$ cat config.mk
export PLATFORM = sky130hd
export DESIGN_NAME = meta_update_unit_flat
export DESIGN_NICKNAME = d
export VERILOG_FILES = /design/src/rtl/meta_update_unit_if.sv /design/src/rtl/meta_update_unit.sv /design/src/flat_wrapper.sv
export SDC_FILE = /design/constraint.sdc
export NUM_CORES = 1
export LEC_CHECK = 0
export BUFFER_PORTS_ARGS = -buffer_cell sky130_fd_sc_hd__buf_2
export CAP_MARGIN = 20
export CORE_ASPECT_RATIO = 1.1
export CORE_UTILIZATION = 57
export CTS_BUF_LIST = sky130_fd_sc_hd__clkbuf_8
export DETAILED_ROUTE_END_ITERATION = 8
export GPL_TIMING_DRIVEN = 0
export MAX_ROUTING_LAYER = met4
export PLACE_DENSITY = 0.82
export SLEW_MARGIN = 20
export SYNTH_ARGS = -nofsm -noshare
export SYNTH_HDL_FRONTEND = slang
export SYNTH_SLANG_ARGS = --single-unit
$ cat constraint.sdc
create_clock -name clk -period 3.4 [get_ports clk]
set_clock_uncertainty 0.1 [all_clocks]
set_input_delay 0.17 -clock clk [delete_from_list [all_inputs] [get_ports clk]]
set_output_delay 0.17 -clock clk [all_outputs]
set_load 0.03 [all_outputs]
$ cat src/rtl/meta_update_unit_if.sv
// Bus bundle for meta_update_unit: prediction push, resolve pop, flush,
// chooser-update strobe, queue status and statistics.
interface meta_update_unit_if;
    logic        pred_valid;
    logic [31:0] pred_addr;
    logic        pred_global;
    logic        pred_local;
    logic        resolve_valid;
    logic [31:0] resolve_addr;
    logic        resolve_taken;
    logic        flush;

    logic        meta_update_valid;
    logic [31:0] meta_update_addr;
    logic        meta_prefer_global;
    logic        full;
    logic        empty;
    logic [2:0]  count;
    logic        order_error;
    logic        overflow;
    logic [15:0] global_correct_cnt;
    logic [15:0] local_correct_cnt;

    modport master (
        output pred_valid, pred_addr, pred_global, pred_local,
        output resolve_valid, resolve_addr, resolve_taken, flush,
        input  meta_update_valid, meta_update_addr, meta_prefer_global,
        input  full, empty, count, order_error, overflow,
        input  global_correct_cnt, local_correct_cnt
    );

    modport slave (
        input  pred_valid, pred_addr, pred_global, pred_local,
        input  resolve_valid, resolve_addr, resolve_taken, flush,
        output meta_update_valid, meta_update_addr, meta_prefer_global,
        output full, empty, count, order_error, overflow,
        output global_correct_cnt, local_correct_cnt
    );
endinterface

$ cat src/rtl/meta_update_unit.sv
// Tournament-chooser update unit: 4-deep in-order queue of predictions, emits a
// chooser strobe when the two predictors disagreed. Optional stats: META_UPDATE_STATS_EN.
module meta_update_unit (
    input  logic                clk,
    input  logic                reset,
    meta_update_unit_if.slave   bus
);
    typedef struct packed {
        logic [31:0] addr;
        logic        dir_global;
        logic        dir_local;
    } entry_t;

    entry_t      queue_q [4];
    logic [1:0]  head_q;
    logic [1:0]  tail_q;
    logic [2:0]  count_q;
    logic        update_valid_q;
    logic [31:0] update_addr_q;
    logic        prefer_global_q;
    logic        order_error_q;
    logic        overflow_q;

    logic        full;
    logic        empty;
    logic        do_pop;
    logic        do_push;
    entry_t      head_entry;

    assign full       = (count_q == 3'd4);
    assign empty      = (count_q == 3'd0);
    assign head_entry = queue_q[head_q];
    // Flush cancels both sides of the queue in the cycle it is asserted.
    assign do_pop     = bus.resolve_valid && !empty && !bus.flush;
    assign do_push    = bus.pred_valid && (!full || do_pop) && !bus.flush;

    // NOTE: storage is not reset; count_q alone decides which entries are live.
    always_ff @(posedge clk) begin
        if (!reset && do_push) begin
            queue_q[tail_q] <= '{addr: bus.pred_addr,
                                 dir_global: bus.pred_global,
                                 dir_local: bus.pred_local};
        end
    end

    // NOTE: all sequential state uses non-blocking assignment so every flop
    // samples the pre-edge values of its peers.
    always_ff @(posedge clk) begin
        if (reset) begin
            head_q          <= '0;
            tail_q          <= '0;
            count_q         <= '0;
            update_valid_q  <= 1'b0;
            update_addr_q   <= '0;
            prefer_global_q <= 1'b0;
            order_error_q   <= 1'b0;
            overflow_q      <= 1'b0;
        end else begin
            update_valid_q <= 1'b0;
            if (bus.flush) begin
                head_q  <= '0;
                tail_q  <= '0;
                count_q <= '0;
            end else begin
                if (bus.pred_valid && full && !do_pop) begin
                    overflow_q <= 1'b1;
                end
                if (do_push) begin
                    tail_q <= tail_q + 2'd1;
                end
                if (do_pop) begin
                    head_q <= head_q + 2'd1;
                    if (head_entry.addr != bus.resolve_addr) begin
                        order_error_q <= 1'b1;
                    end else if (head_entry.dir_global != head_entry.dir_local) begin
                        update_valid_q  <= 1'b1;
                        update_addr_q   <= head_entry.addr;
                        prefer_global_q <= (head_entry.dir_global == bus.resolve_taken);
                    end
                end
                case ({do_push, do_pop})
                    2'b10:   count_q <= count_q + 3'd1;
                    2'b01:   count_q <= count_q - 3'd1;
                    default: count_q <= count_q;
                endcase
            end
        end
    end

`ifdef META_UPDATE_STATS_EN
    logic [15:0] global_cnt_q;
    logic [15:0] local_cnt_q;

    always_ff @(posedge clk) begin
        if (reset) begin
            global_cnt_q <= '0;
            local_cnt_q  <= '0;
        end else if (update_valid_q) begin
            if (prefer_global_q) begin
                if (global_cnt_q != 16'hFFFF) global_cnt_q <= global_cnt_q + 16'd1;
            end else begin
                if (local_cnt_q != 16'hFFFF) local_cnt_q <= local_cnt_q + 16'd1;
            end
        end
    end

    assign bus.global_correct_cnt = global_cnt_q;
    assign bus.local_correct_cnt  = local_cnt_q;
`else
    assign bus.global_correct_cnt = 16'd0;
    assign bus.local_correct_cnt  = 16'd0;
`endif

    assign bus.meta_update_valid  = update_valid_q;
    assign bus.meta_update_addr   = update_addr_q;
    assign bus.meta_prefer_global = prefer_global_q;
    assign bus.full               = full;
    assign bus.empty              = empty;
    assign bus.count              = count_q;
    assign bus.order_error        = order_error_q;
    assign bus.overflow           = overflow_q;
endmodule

$ cat src/flat_wrapper.sv
// flat-port wrapper written by rule: the top's interface ports become plain ports
module meta_update_unit_flat 
  (clk, reset, bus_pred_valid, bus_pred_addr, bus_pred_global, bus_pred_local, bus_resolve_valid, bus_resolve_addr, bus_resolve_taken, bus_flush, bus_meta_update_valid, bus_meta_update_addr, bus_meta_prefer_global, bus_full, bus_empty, bus_count, bus_order_error, bus_overflow, bus_global_correct_cnt, bus_local_correct_cnt);
  meta_update_unit_if bus_i ();
  input  logic clk;
  input  logic reset;
  input wire logic [$bits(bus_i.pred_valid)-1:0] bus_pred_valid;
  input wire logic [$bits(bus_i.pred_addr)-1:0] bus_pred_addr;
  input wire logic [$bits(bus_i.pred_global)-1:0] bus_pred_global;
  input wire logic [$bits(bus_i.pred_local)-1:0] bus_pred_local;
  input wire logic [$bits(bus_i.resolve_valid)-1:0] bus_resolve_valid;
  input wire logic [$bits(bus_i.resolve_addr)-1:0] bus_resolve_addr;
  input wire logic [$bits(bus_i.resolve_taken)-1:0] bus_resolve_taken;
  input wire logic [$bits(bus_i.flush)-1:0] bus_flush;
  output wire logic [$bits(bus_i.meta_update_valid)-1:0] bus_meta_update_valid;
  output wire logic [$bits(bus_i.meta_update_addr)-1:0] bus_meta_update_addr;
  output wire logic [$bits(bus_i.meta_prefer_global)-1:0] bus_meta_prefer_global;
  output wire logic [$bits(bus_i.full)-1:0] bus_full;
  output wire logic [$bits(bus_i.empty)-1:0] bus_empty;
  output wire logic [$bits(bus_i.count)-1:0] bus_count;
  output wire logic [$bits(bus_i.order_error)-1:0] bus_order_error;
  output wire logic [$bits(bus_i.overflow)-1:0] bus_overflow;
  output wire logic [$bits(bus_i.global_correct_cnt)-1:0] bus_global_correct_cnt;
  output wire logic [$bits(bus_i.local_correct_cnt)-1:0] bus_local_correct_cnt;
  assign bus_i.pred_valid = bus_pred_valid;
  assign bus_i.pred_addr = bus_pred_addr;
  assign bus_i.pred_global = bus_pred_global;
  assign bus_i.pred_local = bus_pred_local;
  assign bus_i.resolve_valid = bus_resolve_valid;
  assign bus_i.resolve_addr = bus_resolve_addr;
  assign bus_i.resolve_taken = bus_resolve_taken;
  assign bus_i.flush = bus_flush;
  assign bus_meta_update_valid = bus_i.meta_update_valid;
  assign bus_meta_update_addr = bus_i.meta_update_addr;
  assign bus_meta_prefer_global = bus_i.meta_prefer_global;
  assign bus_full = bus_i.full;
  assign bus_empty = bus_i.empty;
  assign bus_count = bus_i.count;
  assign bus_order_error = bus_i.order_error;
  assign bus_overflow = bus_i.overflow;
  assign bus_global_correct_cnt = bus_i.global_correct_cnt;
  assign bus_local_correct_cnt = bus_i.local_correct_cnt;
  meta_update_unit u_core (.clk(clk), .reset(reset), .bus(bus_i));
endmodule
==> impl_metrics.env <==
export IMPL_cp_slowest_cell="or4_4"
export IMPL_start_kind="flip-flop"
export IMPL_drc=0
export IMPL_synthCells=474
export IMPL_grt_pass1_vias=4804
export IMPL_finalHoldViolCount=0
export IMPL_antenna_found_initial=1
export IMPL_layout_drive_gt1_share_pct=34.0
export IMPL_cts_buffers=17
export IMPL_wire_per_inst_um=19.7
export IMPL_crit_path_frequent_cell="buf_6"
export IMPL_crit_required_ps=3680
export IMPL_status="finished clean"
export IMPL_clk_pin_slew_ps=90
export IMPL_layout_setup_ws_ps=110
export IMPL_final_nets=758
export IMPL_worstPathArrival_ps=3570
export IMPL_synth_area_per_cell_um2=15.7
export IMPL_cp_max_fo=10
export IMPL_fmax_ghz=0.304
export IMPL_netlist_top_cells_area="edfxtp_1, dfxtp_1, mux4_2"
export IMPL_crit_chain="buf_6 -> buf_12 -> mux4_2 -> xnor2_1 -> nand4_1 -> or4_4 -> or3_1 -> buf_2 -> buf_6 -> o21ai_1"
export IMPL_dieWidth_um=111
export IMPL_synth_seq_cells=181
export IMPL_final_cell_area_um2=9270
export IMPL_row_count=43
export IMPL_crit_type="flip-flop to flip-flop"
export IMPL_end_kind="flip-flop"
export IMPL_io_pins=145
export IMPL_synth_main_ff_cell="edfxtp_1"
export IMPL_ir_drop_v=0.000316
export IMPL_h_tree_depth=4
export IMPL_synth_top_family_by_area="multiplexers"
export IMPL_dpl_hpwl_um=11400
export IMPL_p_leak_nw=3.40
export IMPL_grt_max_degree=20
export IMPL_final_max_slew_viol_count=0
export IMPL_grt_pass1_wl_um=25900
export IMPL_avgViaCountPerCell=5.71
export IMPL_layout_common_cells="edfxtp_1, buf_2, dfxtp_1"
export IMPL_port_buffers=112
export IMPL_r2r_worst_path_cells=10
export IMPL_fin_hold_ws_ps=54.7
export IMPL_relSlewSlack_pct=44.5
export IMPL_cts_sinks=181
export IMPL_finalCritPeriodShare_pct=96.8
export IMPL_netlist_area_um2=7420
export IMPL_chipHeight_um=122
export IMPL_reg2reg_setup_slack_ps=110
export IMPL_die_area_um2=13500
export IMPL_seq_power_share_pct=57.1
export IMPL_totalWireLength_um=16700
export IMPL_fin_util_pct=73.3
export IMPL_reg2reg_to="u_core.bus.meta_update_addr[5]"
export IMPL_endpoint="u_core.bus.meta_update_addr[5]"
export IMPL_grt_usage_pct=26.9
export IMPL_yosysUniqueCellTypes=29
export IMPL_cp_num_buf_inv=4
export IMPL_final_common_cell="edfxtp_1"
export IMPL_dp_slack_ps=-464
export IMPL_ys_async_sr_fraction_pct=0
export IMPL_ys_seq_area_share_pct=67.2
export IMPL_cp_depth=10
export IMPL_intPower_mw=3.25
export IMPL_root_buffer="clkbuf_8"
export IMPL_tightest_slew_ps=830
export IMPL_synth_edff_count=136
export IMPL_cts_tree="built"
export IMPL_cp_top_family="simple AND/OR/NAND/NOR gates"
export IMPL_synth_simple_area_share_pct=4.15
export IMPL_synth_xor_area_share_pct=4.60
export IMPL_muxShareOfSynthArea_pct=10.5
export IMPL_switching_power_mw=0.937
export IMPL_syn_to_final_growth_pct=24.9
export IMPL_setup_viol=0
export IMPL_comb_power_share_pct=7.1
export IMPL_power_density_nw_per_um2=452
export IMPL_gp_congestion=0.821
export IMPL_num_vias=4851
export IMPL_cpPeakStageDelay_ps=630
export IMPL_insertion_delay_ps=460
export IMPL_p_clk_share_pct=35.8
export IMPL_synth_top_area_share_pct=55.0
export IMPL_placed_area_um2=8410
export IMPL_postRouteAntennaNets=0
export IMPL_drt_initial_drc_count=503
export IMPL_grt_overflow=0
export IMPL_synth_fa_ha_area_share_pct=1.11
export IMPL_hp_class="input port to flip-flop"
export IMPL_synth_compound_area_share_pct=6.63
export IMPL_swShare_pct=22.4
export IMPL_finalCriticalPeriod_ps=3290
export IMPL_drt_pass1_iter_count=6
export IMPL_core_area_um2=12600
export IMPL_yosysWarnings=0
export IMPL_cts_buffer_depth=2
export IMPL_start_util_pct=58.7
export IMPL_maxCapViolCount=0
export IMPL_synth_area_leader_cell="edfxtp_1"
[cells in the mapped netlist, types with 4 or more instances]
cell      number
o21ai_0        5
buf_4         32
dfxtp_1       45
nand2_1       35
nand4_1        8
xor2_1         5
clkbuf_1      23
mux4_2        34
o21ai_1       30
edfxtp_1     136
nor2_1        13
and2_1         4
inv_1          8
xnor2_1       34
o311ai_0      33
a21oi_1        4
ha_1           5
buf_6          6
[how the worst min path moves through the flow]
stage               cells past startpoint  slack, ps                     end              start
floorplan                               1        140  u_core.bus.order_error              reset
global placement                        1        280   u_core.queue_q[1][17]  bus_pred_addr[15]
detailed placement                      1        290   u_core.queue_q[2][23]  bus_pred_addr[21]
CTS                                     4         30  u_core.bus.order_error          bus_flush
global route                            4         90  u_core.bus.order_error          bus_flush
finish                                  4         50  u_core.bus.order_error          bus_flush
[sequential cells by signal, summed over array words and instances (netlist names), named ones only]
signal / flops
u_core.queue_q: 136
u_core.bus.meta_update_addr: 32
u_core.bus.count: 3
u_core.head_q: 2
u_core.tail_q: 2
u_core.bus.meta_prefer_global: 1
u_core.bus.meta_update_valid: 1
u_core.bus.order_error: 1
u_core.bus.overflow: 1
[through the flow]
stage               TNS, ps  std cells  total power, mW
floorplan                 0        505             2.60
global placement     -11610        774             2.69
detailed placement   -13790        778             2.70
CTS                       0        847             4.19
global route          -75.9        850             4.31
finish                    0        850             4.19
[worst min-delay path, stage by stage]
cell     delay [ps]
buf_2           100
nor3b_1         120
o21ai_0         110
a21oi_1          70
[cells by family (layout without fill, tap and decap cells)]
logic type                 Yosys count  after routing
adders and majority gates            6              6
buffers and inverters               71            258
AOI/OAI and AO/OA                   73             73
xor gates and xnor gates            39             39
other                                1             33
and+or+nand+nor                     68             68
DFF                                181            181
muxes                               35             35
[power by group through the flow]
stage / Clock (mW) / Combinational [mW] / Sequential (mW)
2_1_floorplan: 0 / 0.160 / 2.44
3_5_place_dp: 0 / 0.257 / 2.44
4_1_cts: 1.51 / 0.293 / 2.39
3_3_place_gp: 0 / 0.244 / 2.44
5_1_grt: 1.60 / 0.319 / 2.39
6_report: 1.50 / 0.298 / 2.39
[area by class of cell]
class / count / area, µm²
sequential: 181 / 4990
fill: 755 / 3370
multi-input combinational: 253 / 2130
timing repair buffer: 159 / 1090
buffer: 60 / 425
clock buffer: 17 / 234
tap: 157 / 196
clock inverter: 14 / 175
inverter: 8 / 30.0
antenna: 1 / 2.50
[repair_timing]
item / in CTS / in global routing
cloned: 0 / 0
endpoints found under the hold margin: 140 / 0
setup endpoints to repair: 35 / 34
setup buffers: 2 / 3
hold buffers: 38 / 0
gates resized for setup: 13 / 6
pin swaps: 0 / 2
[metal layers]
layer | GRT usage [%] | vias up | routed length (µm)
li1 | - | 2166 | -
met1 | 33.1 | 2353 | 6390
met2 | 42.5 | 281 | 8350
met3 | 6.17 | 51 | 1430
met4 | 12.8 | 0 | 569
met5 | - | - | 0
Power figures use the tool's default switching activity.
